===== src/rtl/flit_injector_pkg.sv =====
// Shared types for the local-port flit injector: flit type encodings and FSM states.
package flit_injector_pkg;

  typedef enum logic [1:0] {
    FLIT_HEAD      = 2'b00,
    FLIT_BODY      = 2'b01,
    FLIT_TAIL      = 2'b10,
    FLIT_HEAD_TAIL = 2'b11
  } flit_type_e;

  typedef enum logic [1:0] {
    ST_IDLE  = 2'd0,
    ST_ALLOC = 2'd1,
    ST_SEND  = 2'd2
  } state_e;

endpackage


===== src/rtl/flit_injector_vc_rr_select.sv =====
// Combinational round-robin pick: first eligible VC at or after the pointer, wrapping.
module vc_rr_select #(
  parameter int NUM_VCS = 4,
  parameter int VC_BITS = $clog2(NUM_VCS)
) (
  input  logic [NUM_VCS-1:0] elig_i,
  input  logic [VC_BITS-1:0] ptr_i,
  output logic               found_o,
  output logic [VC_BITS-1:0] vc_o
);

  logic [VC_BITS-1:0] cand;

  // Scan from the farthest offset down so the nearest eligible VC wins.
  always_comb begin
    found_o = 1'b0;
    vc_o    = '0;
    cand    = '0;
    for (int k = NUM_VCS - 1; k >= 0; k--) begin
      cand = VC_BITS'((int'(ptr_i) + k) % NUM_VCS);
      if (elig_i[cand]) begin
        found_o = 1'b1;
        vc_o    = cand;
      end
    end
  end

endmodule


===== src/rtl/flit_injector.sv =====
// Local-port transmit block: VC allocation, per-VC credit tracking and HEAD/BODY/TAIL flit emission.
module flit_injector
  import flit_injector_pkg::*;
#(
  parameter int NUM_ROUTERS    = 16,
  parameter int ROUTER_ID_BITS = $clog2(NUM_ROUTERS),
  parameter int NUM_VCS        = 4,
  parameter int VC_BITS        = $clog2(NUM_VCS),
  parameter int BUFFER_DEPTH   = 4,
  parameter int DATA_WIDTH     = 32,
  parameter int MAX_FLITS      = 8,
  parameter int LEN_BITS       = $clog2(MAX_FLITS + 1)
) (
  input  logic                      clk,
  input  logic                      rst_n,
  input  logic [ROUTER_ID_BITS-1:0] router_id,
  input  logic                      pkt_valid,
  output logic                      pkt_ready,
  input  logic [ROUTER_ID_BITS-1:0] pkt_dest,
  input  logic [LEN_BITS-1:0]       pkt_len,
  input  logic                      pld_valid,
  output logic                      pld_ready,
  input  logic [DATA_WIDTH-1:0]     pld_data,
  input  logic                      credit_valid,
  input  logic [VC_BITS-1:0]        credit_vc,
  output logic                      flit_valid,
  output logic [1:0]                flit_type,
  output logic [VC_BITS-1:0]        flit_vc,
  output logic [ROUTER_ID_BITS-1:0] flit_dest,
  output logic [ROUTER_ID_BITS-1:0] flit_src,
  output logic [DATA_WIDTH-1:0]     flit_data
);

  localparam int CRED_W = $clog2(BUFFER_DEPTH + 1);
  localparam logic [CRED_W-1:0] CRED_FULL = CRED_W'(BUFFER_DEPTH);

  state_e                    state_q, state_d;
  logic                      run_q;
  logic [ROUTER_ID_BITS-1:0] dest_q, dest_d;
  logic [LEN_BITS-1:0]       len_q, len_d, idx_q, idx_d;
  logic [VC_BITS-1:0]        vc_q, vc_d, rr_ptr_q, rr_ptr_d;
  logic [CRED_W-1:0]         credits_q [NUM_VCS];
  logic [NUM_VCS-1:0]        elig;
  logic                      found;
  logic [VC_BITS-1:0]        pick_vc;
  logic                      pld_fire, last_flit;
  flit_type_e                type_cur;

  logic                      flit_valid_q;
  flit_type_e                flit_type_q;
  logic [VC_BITS-1:0]        flit_vc_q;
  logic [ROUTER_ID_BITS-1:0] flit_dest_q, flit_src_q;
  logic [DATA_WIDTH-1:0]     flit_data_q;

  // Only a fully drained VC may start a new packet, so the previous tail has left the buffer.
  always_comb begin
    elig = '0;
    for (int v = 0; v < NUM_VCS; v++) elig[v] = (credits_q[v] == CRED_FULL);
  end

  vc_rr_select #(.NUM_VCS(NUM_VCS), .VC_BITS(VC_BITS)) u_rr (
    .elig_i (elig),
    .ptr_i  (rr_ptr_q),
    .found_o(found),
    .vc_o   (pick_vc)
  );

  always_ff @(posedge clk) begin
    if (!rst_n) begin
      state_q  <= ST_IDLE;
      rr_ptr_q <= '0;
      run_q    <= 1'b0;
    end else begin
      state_q  <= state_d;
      rr_ptr_q <= rr_ptr_d;
      run_q    <= 1'b1;
    end
    dest_q <= dest_d;
    len_q  <= len_d;
    idx_q  <= idx_d;
    vc_q   <= vc_d;
  end

  always_comb begin
    state_d  = state_q;
    dest_d   = dest_q;
    len_d    = len_q;
    idx_d    = idx_q;
    vc_d     = vc_q;
    rr_ptr_d = rr_ptr_q;
    case (state_q)
      ST_IDLE: if (pkt_valid && pkt_ready) begin
        dest_d  = pkt_dest;
        len_d   = (pkt_len == '0) ? LEN_BITS'(1) : pkt_len;
        idx_d   = '0;
        state_d = ST_ALLOC;
      end
      ST_ALLOC: if (found) begin
        vc_d     = pick_vc;
        rr_ptr_d = VC_BITS'((int'(pick_vc) + 1) % NUM_VCS);
        state_d  = ST_SEND;
      end
      ST_SEND: if (pld_fire) begin
        idx_d = idx_q + LEN_BITS'(1);
        if (last_flit) state_d = ST_IDLE;
      end
      default: state_d = ST_IDLE;
    endcase
  end

  // run_q keeps pkt_ready low through reset and releases it one cycle after rst_n rises.
  always_comb begin
    pkt_ready = run_q && (state_q == ST_IDLE);
    pld_ready = (state_q == ST_SEND) && (credits_q[vc_q] != '0);
    pld_fire  = pld_valid && pld_ready;
    last_flit = (idx_q == len_q - LEN_BITS'(1));
    if (len_q == LEN_BITS'(1))  type_cur = FLIT_HEAD_TAIL;
    else if (idx_q == '0)       type_cur = FLIT_HEAD;
    else if (last_flit)         type_cur = FLIT_TAIL;
    else                        type_cur = FLIT_BODY;
  end

  // A send and a return on the same VC in one cycle cancel out.
  always_ff @(posedge clk) begin
    for (int v = 0; v < NUM_VCS; v++) begin
      if (!rst_n) begin
        credits_q[v] <= CRED_FULL;
      end else if (credit_valid && (credit_vc == VC_BITS'(v)) &&
                   !(pld_fire && (vc_q == VC_BITS'(v)))) begin
        if (credits_q[v] != CRED_FULL) credits_q[v] <= credits_q[v] + CRED_W'(1);
      end else if (pld_fire && (vc_q == VC_BITS'(v)) &&
                   !(credit_valid && (credit_vc == VC_BITS'(v)))) begin
        credits_q[v] <= credits_q[v] - CRED_W'(1);
      end
    end
  end

  credit_overflow_a: assert property (@(posedge clk) disable iff (!rst_n)
    !(credit_valid && (credits_q[credit_vc] == CRED_FULL) &&
      !(pld_fire && (vc_q == credit_vc))));

  always_ff @(posedge clk) begin
    if (!rst_n) begin
      flit_valid_q <= 1'b0;
      flit_type_q  <= FLIT_HEAD;
      flit_vc_q    <= '0;
      flit_dest_q  <= '0;
      flit_src_q   <= '0;
      flit_data_q  <= '0;
    end else begin
      flit_valid_q <= pld_fire;
      if (pld_fire) begin
        flit_type_q <= type_cur;
        flit_vc_q   <= vc_q;
        flit_dest_q <= dest_q;
        flit_src_q  <= router_id;
        flit_data_q <= pld_data;
      end
    end
  end

  assign flit_valid = flit_valid_q;
  assign flit_type  = flit_type_q;
  assign flit_vc    = flit_vc_q;
  assign flit_dest  = flit_dest_q;
  assign flit_src   = flit_src_q;
  assign flit_data  = flit_data_q;

endmodule


===== config.mk =====
export PLATFORM = sky130hd
export DESIGN_NAME = flit_injector
export DESIGN_NICKNAME = d
export VERILOG_FILES = /design/src/rtl/flit_injector_pkg.sv /design/src/rtl/flit_injector_vc_rr_select.sv /design/src/rtl/flit_injector.sv
export SDC_FILE = /design/constraint.sdc
export NUM_CORES = 1
export LEC_CHECK = 0
export ABC_AREA = 0
export CAP_MARGIN = 10
export CELL_PAD_IN_SITES_DETAIL_PLACEMENT = 1
export CELL_PAD_IN_SITES_GLOBAL_PLACEMENT = 1
export CORE_ASPECT_RATIO = 2
export CORE_MARGIN = 10
export CORE_UTILIZATION = 39
export CTS_BUF_LIST = sky130_fd_sc_hd__clkbuf_16
export CTS_CLUSTER_DIAMETER = 150
export DETAILED_ROUTE_END_ITERATION = 7
export PLACE_DENSITY = 0.83
export SYNTH_ARGS = -nofsm -noshare
export SYNTH_HDL_FRONTEND = slang
export SYNTH_SLANG_ARGS = --single-unit

===== constraint.sdc =====
create_clock -name clk -period 8.4 [get_ports clk]
set_input_delay 1.68 -clock clk [delete_from_list [all_inputs] [get_ports clk]]
set_output_delay 1.68 -clock clk [all_outputs]
set_load 0.03 [all_outputs]

# == Word-level counts from Yosys, hierarchy flattened ==
# Memories as Yosys holds them, arrays and structs flattened. A register that Yosys moved wholly into a read port is not among the register bits.
# Cells that the tools add are included.
# classes
eq_ne,22
reduce_logical,39
n_mux,70
add_sub_neg,14
magnitude_cmp,4
bitwise_logic,8
# op_table
op,n
1-bit 2-to-1 mux,42
2-bit 2-to-1 mux,12
3-bit 2-to-1 mux,8
1-bit logical AND,20
3-bit by 1-bit adder with 3-bit output (second input constant),4
3-bit equality test (second input constant),4
2-bit by 3-bit < comparator with 1-bit output (second input constant),4
3-bit inequality test (second input constant),4
3-bit by 1-bit subtractor with 3-bit output (second input constant),4
2-bit equality test (second input constant),5
1-bit binary-select mux with 2-bit select,4
1-bit logical NOT,8
4-bit logical NOT,2
4-bit 2-to-1 mux,2
2-bit inequality test (second input constant),4
1-bit bitwise OR,8
4-bit case mux with 2 select lines,1
2-bit by 1-bit equality test with 1-bit output (second input constant),3
2-bit logical NOT,3
2-bit case mux with 3 select lines,1
2-bit by 1-bit adder with 2-bit output (second input constant),2
2-bit adder (second input constant),2
4-bit by 1-bit adder with 4-bit output (second input constant),1
4-bit by 1-bit equality test with 1-bit output (second input constant),1
7 further kinds,8
# totals
out_inout_bits,47
ramBits,12
register_bits,64
memories,1
word_cells,171
# memory_table
memory,words,width,read_ports,rd_ports_with_merged_regs,wr,line,source
credits_q,4,3,5,1,4,flit_injector.sv:42,logic [CRED_W-1:0] credits_q [NUM_VCS];

# == Logic depth before layout (Yosys ltp) ==
# logic_depth
depth_word,11
mapped_depth,13

# == Cells and area by module ==
# From an unflattened synthesis, not the netlist that was laid out.
# unflattened
cells_unflattened,400
area_unflattened_um2,3732.3
# modules_own_cells
mod,cells_each,seq_area_each_um2,n_inst,area_each_um2
flit_injector,387,1821.7,1,3654.8
vc_rr_select,13,0.0,1,77.6

# == Least setup slack after synthesis ==
# OpenSTA, ideal clock, no wires.
# synth_path
path_kind,input to register
start,input pld_valid
end,memory credits_q[2][2] in the netlist's numbering (data pin)
t_arrival_ps,3600
path_buffers,2
stages,12
required_ps,8131
path_slack_ps,4531
setup_ps,269
cell_sequence,nand2b_1 nor4_2 or2_1 buf_6 buf_6 and2_1 nand3_1 fa_1 nor2b_1 o21ai_0 a221oi_1 o21ai_1
# synth_lines
item,line,source
from (decl),flit_injector.sv:21,"input logic pld_valid,"
to (decl),flit_injector.sv:42,

==> impl_metrics.json <==
{
  "drc": 0,
  "timing.rr.start": "credits_q[1][2]",
  "dp_cells": 580,
  "cp_slowest_cell": "clkdlybuf4s50_1",
  "arrival_ns": 4.95,
  "synth_area_leaders": "dfxtp_1, edfxtp_1, nand2_1",
  "dieArea_sq_mm": 0.01412,
  "drive_above_1_share_pct": 5.691,
  "hold_start": "flit_data[5]",
  "crit_start": "pld_valid",
  "powerDensity_mw_per_mm2": 187.6,
  "muxShareOfSynthArea_pct": 1.139,
  "start_util_pct": 39.79,
  "vias_per_cell": 5.405,
  "synth_edf_count": 26,
  "drv_slew": 0,
  "postCtsSetupBuffers": 0,
  "worstSetupPathType": "in -> reg",
  "cp-start-kind": "primary input",
  "synth-compound-area-share_pct": 16.66,
  "final_cells": 597,
  "ant_nets": 0,
  "cts_sinks": 78,
  "hold-path-cell-count": 2,
  "cp_top_family": "simple AND/OR/NAND/NOR gates",
  "holdBufCountCts": 0,
  "hpwl_um": 8180,
  "worstHoldEndpoint": "flit_data[5]",
  "finalPower_uw": 949.6,
  "cts_buffer_depth": 2,
  "cts_tree": "done",
  "pwr-share-comb_pct": 11.7,
  "synthArstFlopShare_pct": 0,
  "seqPwrFrac_pct": 43.9,
  "place.gp.congestion": 0.8373,
  "vias": 3227,
  "area_growth_pct": 35.56,
  "synth_fp_nets": 464,
  "cts_resized": 0,
  "p_leak_nw": 1.815,
  "r2r-end": "credits_q[2][2]",
  "crit_path_max_incr_delay_ns": 0.52,
  "synth_top_family_by_area": "simple AND/OR/NAND/NOR gates",
  "ys.flop_type": "dfxtp_1",
  "yosys_warnings": 0,
  "worst_skew_pair.late_latency_ns": 0.34,
  "synth_xor_area_share_pct": 2.346,
  "finalSetupTns_ns": 0,
  "synth_fa_ha_area_share_pct": 4.893,
  "clock-root-buffer": "clkbuf_16",
  "grt_max_degree": 69,
  "reg2reg_depth": 11,
  "yosys.area_share.simple_pct": 21.45,
  "numCtsBuffers": 9,
  "p_sw_uw": 224.9,
  "final_cell_area_sq_mm": 0.005061,
  "wl_per_cell_um": 18.95,
  "yosys_register_bits": 78,
  "crit_buf_inv": 2,
  "drt-pass1-iter-count": 4,
  "rrSetupSlack_ns": 4.66,
  "fin_crit_sh_pct": 58.27,
  "finalSetupViolCount": 0,
  "netlist_area_sq_mm": 0.003734,
  "dpl_cell_area_sq_mm": 0.004730,
  "htree_num_levels": 3,
  "synth_top_area_share_pct": 27.88,
  "clock-skew-final_ns": 0.007703,
  "period_needed_ns": 4.895,
  "ys_types": 56,
  "first_iter_violations": 105,
  "max_cap_viol_count": 0,
  "worstSetupEndpointType": "register",
  "grt_overflow": 0,
  "core_area_sq_mm": 0.009384,
  "hold_path_class": "reg -> reg",
  "p_clk_share_pct": 44.3,
  "path_clk_slew_ns": 0.06,
  "required_ns": 8.46,
  "worst_pin_slew_ns": 1.051,
  "grt_pass1_wl_um": 17840,
  "yosysTopAreaCell": "dfxtp_1",
  "crit_chain": "clkdlybuf4s50_1 -> nand2b_1 -> nor4_2 -> or2_2 -> buf_4 -> and2_1 -> nand3_1 -> fa_1 -> nor2b_1 -> o21ai_0 -> a221oi_1 -> o21ai_1",
  "grt_usage_pct": 16.30,
  "ios": 98,
  "wirelength_um": 11310,
  "rows": 50,
  "antenna_found_initial": 1,
  "switching_share_pct": 23.69,
  "rsz0062_at_grt": "false",
  "fmaxAchievable_mhz": 204.3,
  "syn_inst": 399,
  "relSlewSlack_pct": 29.79,
  "hold_viol": 0,
  "die_y_um": 158.4,
  "status": "finished clean",
  "ys_seq_area_share_pct": 48.79,
  "synth_area_per_cell_sq_um": 9.357,
  "nNetsFinal": 552,
  "vdd_drop_max_v": 0.0001491,
  "critPathMaxFanout": 55,
  "p_int_uw": 724.7,
  "die_w_um": 89.19,
  "portBuffers": 97,
  "first_global_vias": 3488
}
## metrics by stage
step	utilization, %	setup slack (ns)	hold slack (ns)
after floorplan	-	4.531	0.4636
after global placement	50.40	3.398	0.4363
after detailed placement	50.40	3.193	0.4413
after CTS	53.91	3.518	0.4495
after global routing	53.93	3.170	0.4646
final	53.93	3.505	0.4478
## Yosys cell counts, drive strengths merged, types with 6 or more instances
| library cell | instances |
|---|---|
| edfxtp | 26 |
| dfxtp | 52 |
| nor2 | 14 |
| xnor2 | 7 |
| inv | 15 |
| a21boi | 42 |
| buf | 12 |
| o21ai | 14 |
| ha | 13 |
| clkbuf | 10 |
| a21oi | 16 |
| nor3b | 6 |
| nand2 | 96 |
| nand3 | 9 |
## power by group through the flow
stage	logic, mW	registers (mW)	clock network, mW
after global routing	0.123	0.419	0.444
after floorplan	0.0549	0.431	0
final	0.111	0.417	0.421
after detailed placement	0.111	0.425	0
after global placement	0.108	0.424	0
after CTS	0.113	0.417	0.430
## layout make-up
class	instances	area, sq um
Sequential cell	78	1822
Fill cell	1101	4323
Multi-Input combinational cell	284	1740
Inverter	15	56.30
Clock inverter	5	53.80
Timing Repair Buffer	99	980.9
Tap cell	104	130.1
Clock buffer	11	275.3
Antenna cell	1	2.502
## worst min-delay path: stages, from the launching register on
cell	delay, ns
dfxtp_1	0.31
nand2_1	0.05
a21boi_1	0.05
## cell families (layout without fill, tap and decap cells)
logic type               after synthesis  after routing
AO/OA/AOI/OAI                         92             92
XOR/XNOR                              10             10
adder cells (fa/ha/maj)               14             14
buffers and inverters                 37            130
flip-flops                            78             78
multiplexers                           4              4
other                                  0              1
AND/OR/NAND/NOR                      164            164
## metal layers
metal / global-route usage, % / vias to the layer above / share of wire [%]
li1: - / 1549 / -
met1: 15.05 / 1569 / 35
met2: 31.13 / 85 / 57
met3: 3.531 / 24 / 4.6
met4: 8.918 / 0 / 3.2
met5: 0 / - / 0
## sequential cells by signal, indices dropped and copies added (netlist names), named ones only
name and flops:
flit_data 32, credits_q 12, dest_q 4, flit_dest 4, flit_src 4, idx_q 4, len_q 4, flit_type 2
flit_vc 2, rr_ptr_q 2, state_q 2, vc_q 2, flit_valid 1, run_q 1
## how the worst max path moves through the flow
| stage | to | slack (ns) | depth (start not counted) |
|---|---|---|---|
| final | credits_q[2][2] | 3.50 | 12 |
| after global routing | credits_q[2][2] | 3.17 | 12 |
| after detailed placement | credits_q[2][2] | 3.19 | 12 |
| after CTS | credits_q[2][2] | 3.52 | 12 |
| after global placement | credits_q[2][2] | 3.40 | 12 |
| after floorplan | credits_q[2][2] | 4.53 | 12 |
## placed cells by master, fill, tap and decap left out, drive strengths merged, types with 2 or more instances in the layout
master,count
and2,4
nor4bb,2
clkinv,2
nor2,14
and3,3
nor2b,5
o21ai,14
dfxtp,52
xnor2,7
a21boi,42
nand3b,4
clkdlybuf4s50,96
o22ai,3
clkbuf,11
edfxtp,26
a21oi,16
nand2,96
nor4,5
a32o,2
nor4b,2
a21o,2
or3b,2
nor3,3
or2,2
a31oi,2
mux2,2
xor2,3
nand2b,5
ha,13
nor3b,6
inv,17
nand3,9
buf,3
mux2i,2
No activity file was read; power rests on OpenSTA's default activity.
==> edit (same settings) <==
Set the parameter `DATA_WIDTH` to 36 (it was 32).
--- a/src/rtl/flit_injector.sv
+++ b/src/rtl/flit_injector.sv
@@ -8,5 +8,5 @@
   parameter int VC_BITS        = $clog2(NUM_VCS),
   parameter int BUFFER_DEPTH   = 4,
-  parameter int DATA_WIDTH     = 32,
+  parameter int DATA_WIDTH     = 36,
   parameter int MAX_FLITS      = 8,
   parameter int LEN_BITS       = $clog2(MAX_FLITS + 1)
Interface: changed (resized flit_data and pld_data); port bits go from 98 to 106. The function was not compared with the original's and may differ.
==> edit against the original RTL <==
  * Sequential cell count grew 4
  * Register-to-register slack gained 0.64 ns
  * Final area grew 4.8%
  * Fmax grew 21%
  * Total power shrank 3.9%
  * Setup slack gained 0.83 ns
  * Core utilization grew 0.42 points
  * Non-clock buffer count grew 7
  * Clock skew shrank 0.00063 ns
  * Wire length grew 4.7%
  * Synthesized area grew 4.5%
  * Sequential power grew 4.8%
==> edit: results (changes against the original RTL) <==
Finish
  – Share of cells above drive strength 1: 5.814% (+0.12 points)
  – Nets: 580 (+5.1%)
  – Fillers: 1137 (+3.3%)
  – Max reg flops: 36 (+13%)
  – Fin cells: 649 (+8.7%)
  – Final Util: 54.35% (+0.42 points)

Power
  – Peak supply drop: 118.1 uV (-21%)
  – Leakage: 1.869 nW (+3.0%)
  – Sw frac: 24.09% (+0.40 points)

Drt
  – Starting DRT DRC Count: 94 (-10%)
  – Wire per inst: 18.25 um (-3.7%)
  – Drt pass-1 iters: 4 (unchanged)
  – Vias post-DR: 3347 (+3.7%)

Place
  – Detailed-placement wirelength estimate: 8802 um (+7.6%)
  – Pre-CTS WS: 4.200 ns (+1.007 ns)
  – Cell area after placement: 5010 um^2 (+5.9%)
  – Port buffer count: 105 (+8.2%)
  – Placed cell count: 631 (+8.8%)
  – GP Congestion: 0.7902 (-5.6%)

Timing
  – Hold_ws: 0.4584 ns (+0.01067 ns)
  – Final Critical Period: 4.062 ns (-0.8329 ns)
  – Worst-margin pin slew: 1.009 ns (-0.04145 ns)
  – Clock Skew: 0.007077 ns (-0.0006266 ns)

Worst hold path
  – Worst hold endpoint: flit_data[33]$_SDFFE_PN0P_
  – HP Start: flit_data[33]$_SDFFE_PN0P_
  – Worst min path class: reg2reg

Clock tree
  – Worst-path clk slew: 0.06 ns (about the same)
  – Postcts setup bufs: 0 (unchanged)
  – Worst skew pair latency: 0.33 ns
  – Resized Gates After CTS: 0 (unchanged)
  – H-tree levels: 3 (unchanged)
  – Num CTS Buffers: 9 (unchanged)

Yosys
  – Top post-synthesis cells by count: 111 x nand2_1, 56 x dfxtp_1, 47 x a21boi_0
  – Synth area leaders: dfxtp_1 29%, edfxtp_1 20%, nand2_1 11%
  – Sequential area share after synthesis: 48.76% (about the same)
  – Post-synth net total: 485 (+4.5%)
  – Syn avg cell area: 9.375 um^2 (+0.19%)
  – Yosys cell types: 55 (-1.8%)
  – Post-synth EDFFs: 26 (unchanged)

Critical path
  – R2r setup slk: 5.30 ns (+0.64 ns)
  – CP arrival: 2.38 ns (-2.57 ns)
  – Launch point of the worst path: credits_q[3][2]$_DFFE_PP_
  – Worst R2R Start: credits_q[3][2]$_DFFE_PP_
  – CP endpoint: pld_ready
  – Worst-path fanout max: 7 (-87%)
  – Reg2reg end: credits_q[2][2]$_SDFFCE_PN1P_
  – Reg2Reg Depth: 10 (-1)

Outcome
  – Outcome: finished clean

Global routing
  – Vias in the first global route: 3671 (+5.2%)
  – GRT Resource Usage Total: 15.97% (-0.33 points)
  – Largest net degree at the start of global routing: 79 (+14%)
  – Initial antenna violation count: 1 (unchanged)
  – First-pass GRT wire length: 18710 um (+4.9%)
-- edit: changes by cell type in the layout (fill, tap and decap cells not counted), moves of 4 or more --
cell,delta
a21boi_0,+47
a21boi_1,-42
a21oi_1,-10
clkdlybuf4s50_1,+8
dfxtp_1,+4
nand2_1,+15
nand2b_1,-4
nand3_1,-6
nand4_1,+4
nor3b_1,+5
-- edit: area by class of cell --
class | count | share of cell area (%)
Inverter | 13 | 0.9196
Sequential cell | 82 | 35.84
Clock buffer | 10 | 4.716
Tap cell | 132 | 3.112
Multi-Input combinational cell | 299 | 34.83
Antenna cell | 1 | 0.04716
Clock inverter | 6 | 0.4480
Timing Repair Buffer | 106 | 20.09
-- edit: kinds of logic (layout without fill, tap and decap cells) --
group,after synthesis,after routing,share of synthesized area [%]
simple gates,186,186,23.07
flops,82,82,48.76
compound gates,81,81,15.14
buf+inv,35,135,3.882
fa+ha+maj,14,14,4.684
xor+xnor,9,9,2.021
mux,9,9,2.438
other cells,0,1,0
-- edit: per-layer routing --
metal  routed length [um]  track usage (%)  vias up
met1                 4180            14.27     1603
met4                  381            7.715        0
met3                  496            4.132       23
met2                 6788            31.58       92
met5                    0                0        -
li1                     -                -     1629
-- edit: power groups by stage --
stage | logic [W] | clock network (W) | registers, W
CTS | 0.000115 | 0.000371 | 0.000436
global placement | 0.000110 | 0 | 0.000444
floorplan | 0.0000527 | 0 | 0.000451
finish | 0.000114 | 0.000362 | 0.000437
global route | 0.000125 | 0.000386 | 0.000438
detailed placement | 0.000114 | 0 | 0.000445
-- edit: worst max-delay path, stage by stage, from the launching register on --
cell and delay [ns]:
edfxtp_1 0.48, nor4b_1 0.58, nor3b_1 0.19, o21a_1 0.21
clkdlybuf4s50_1 0.59
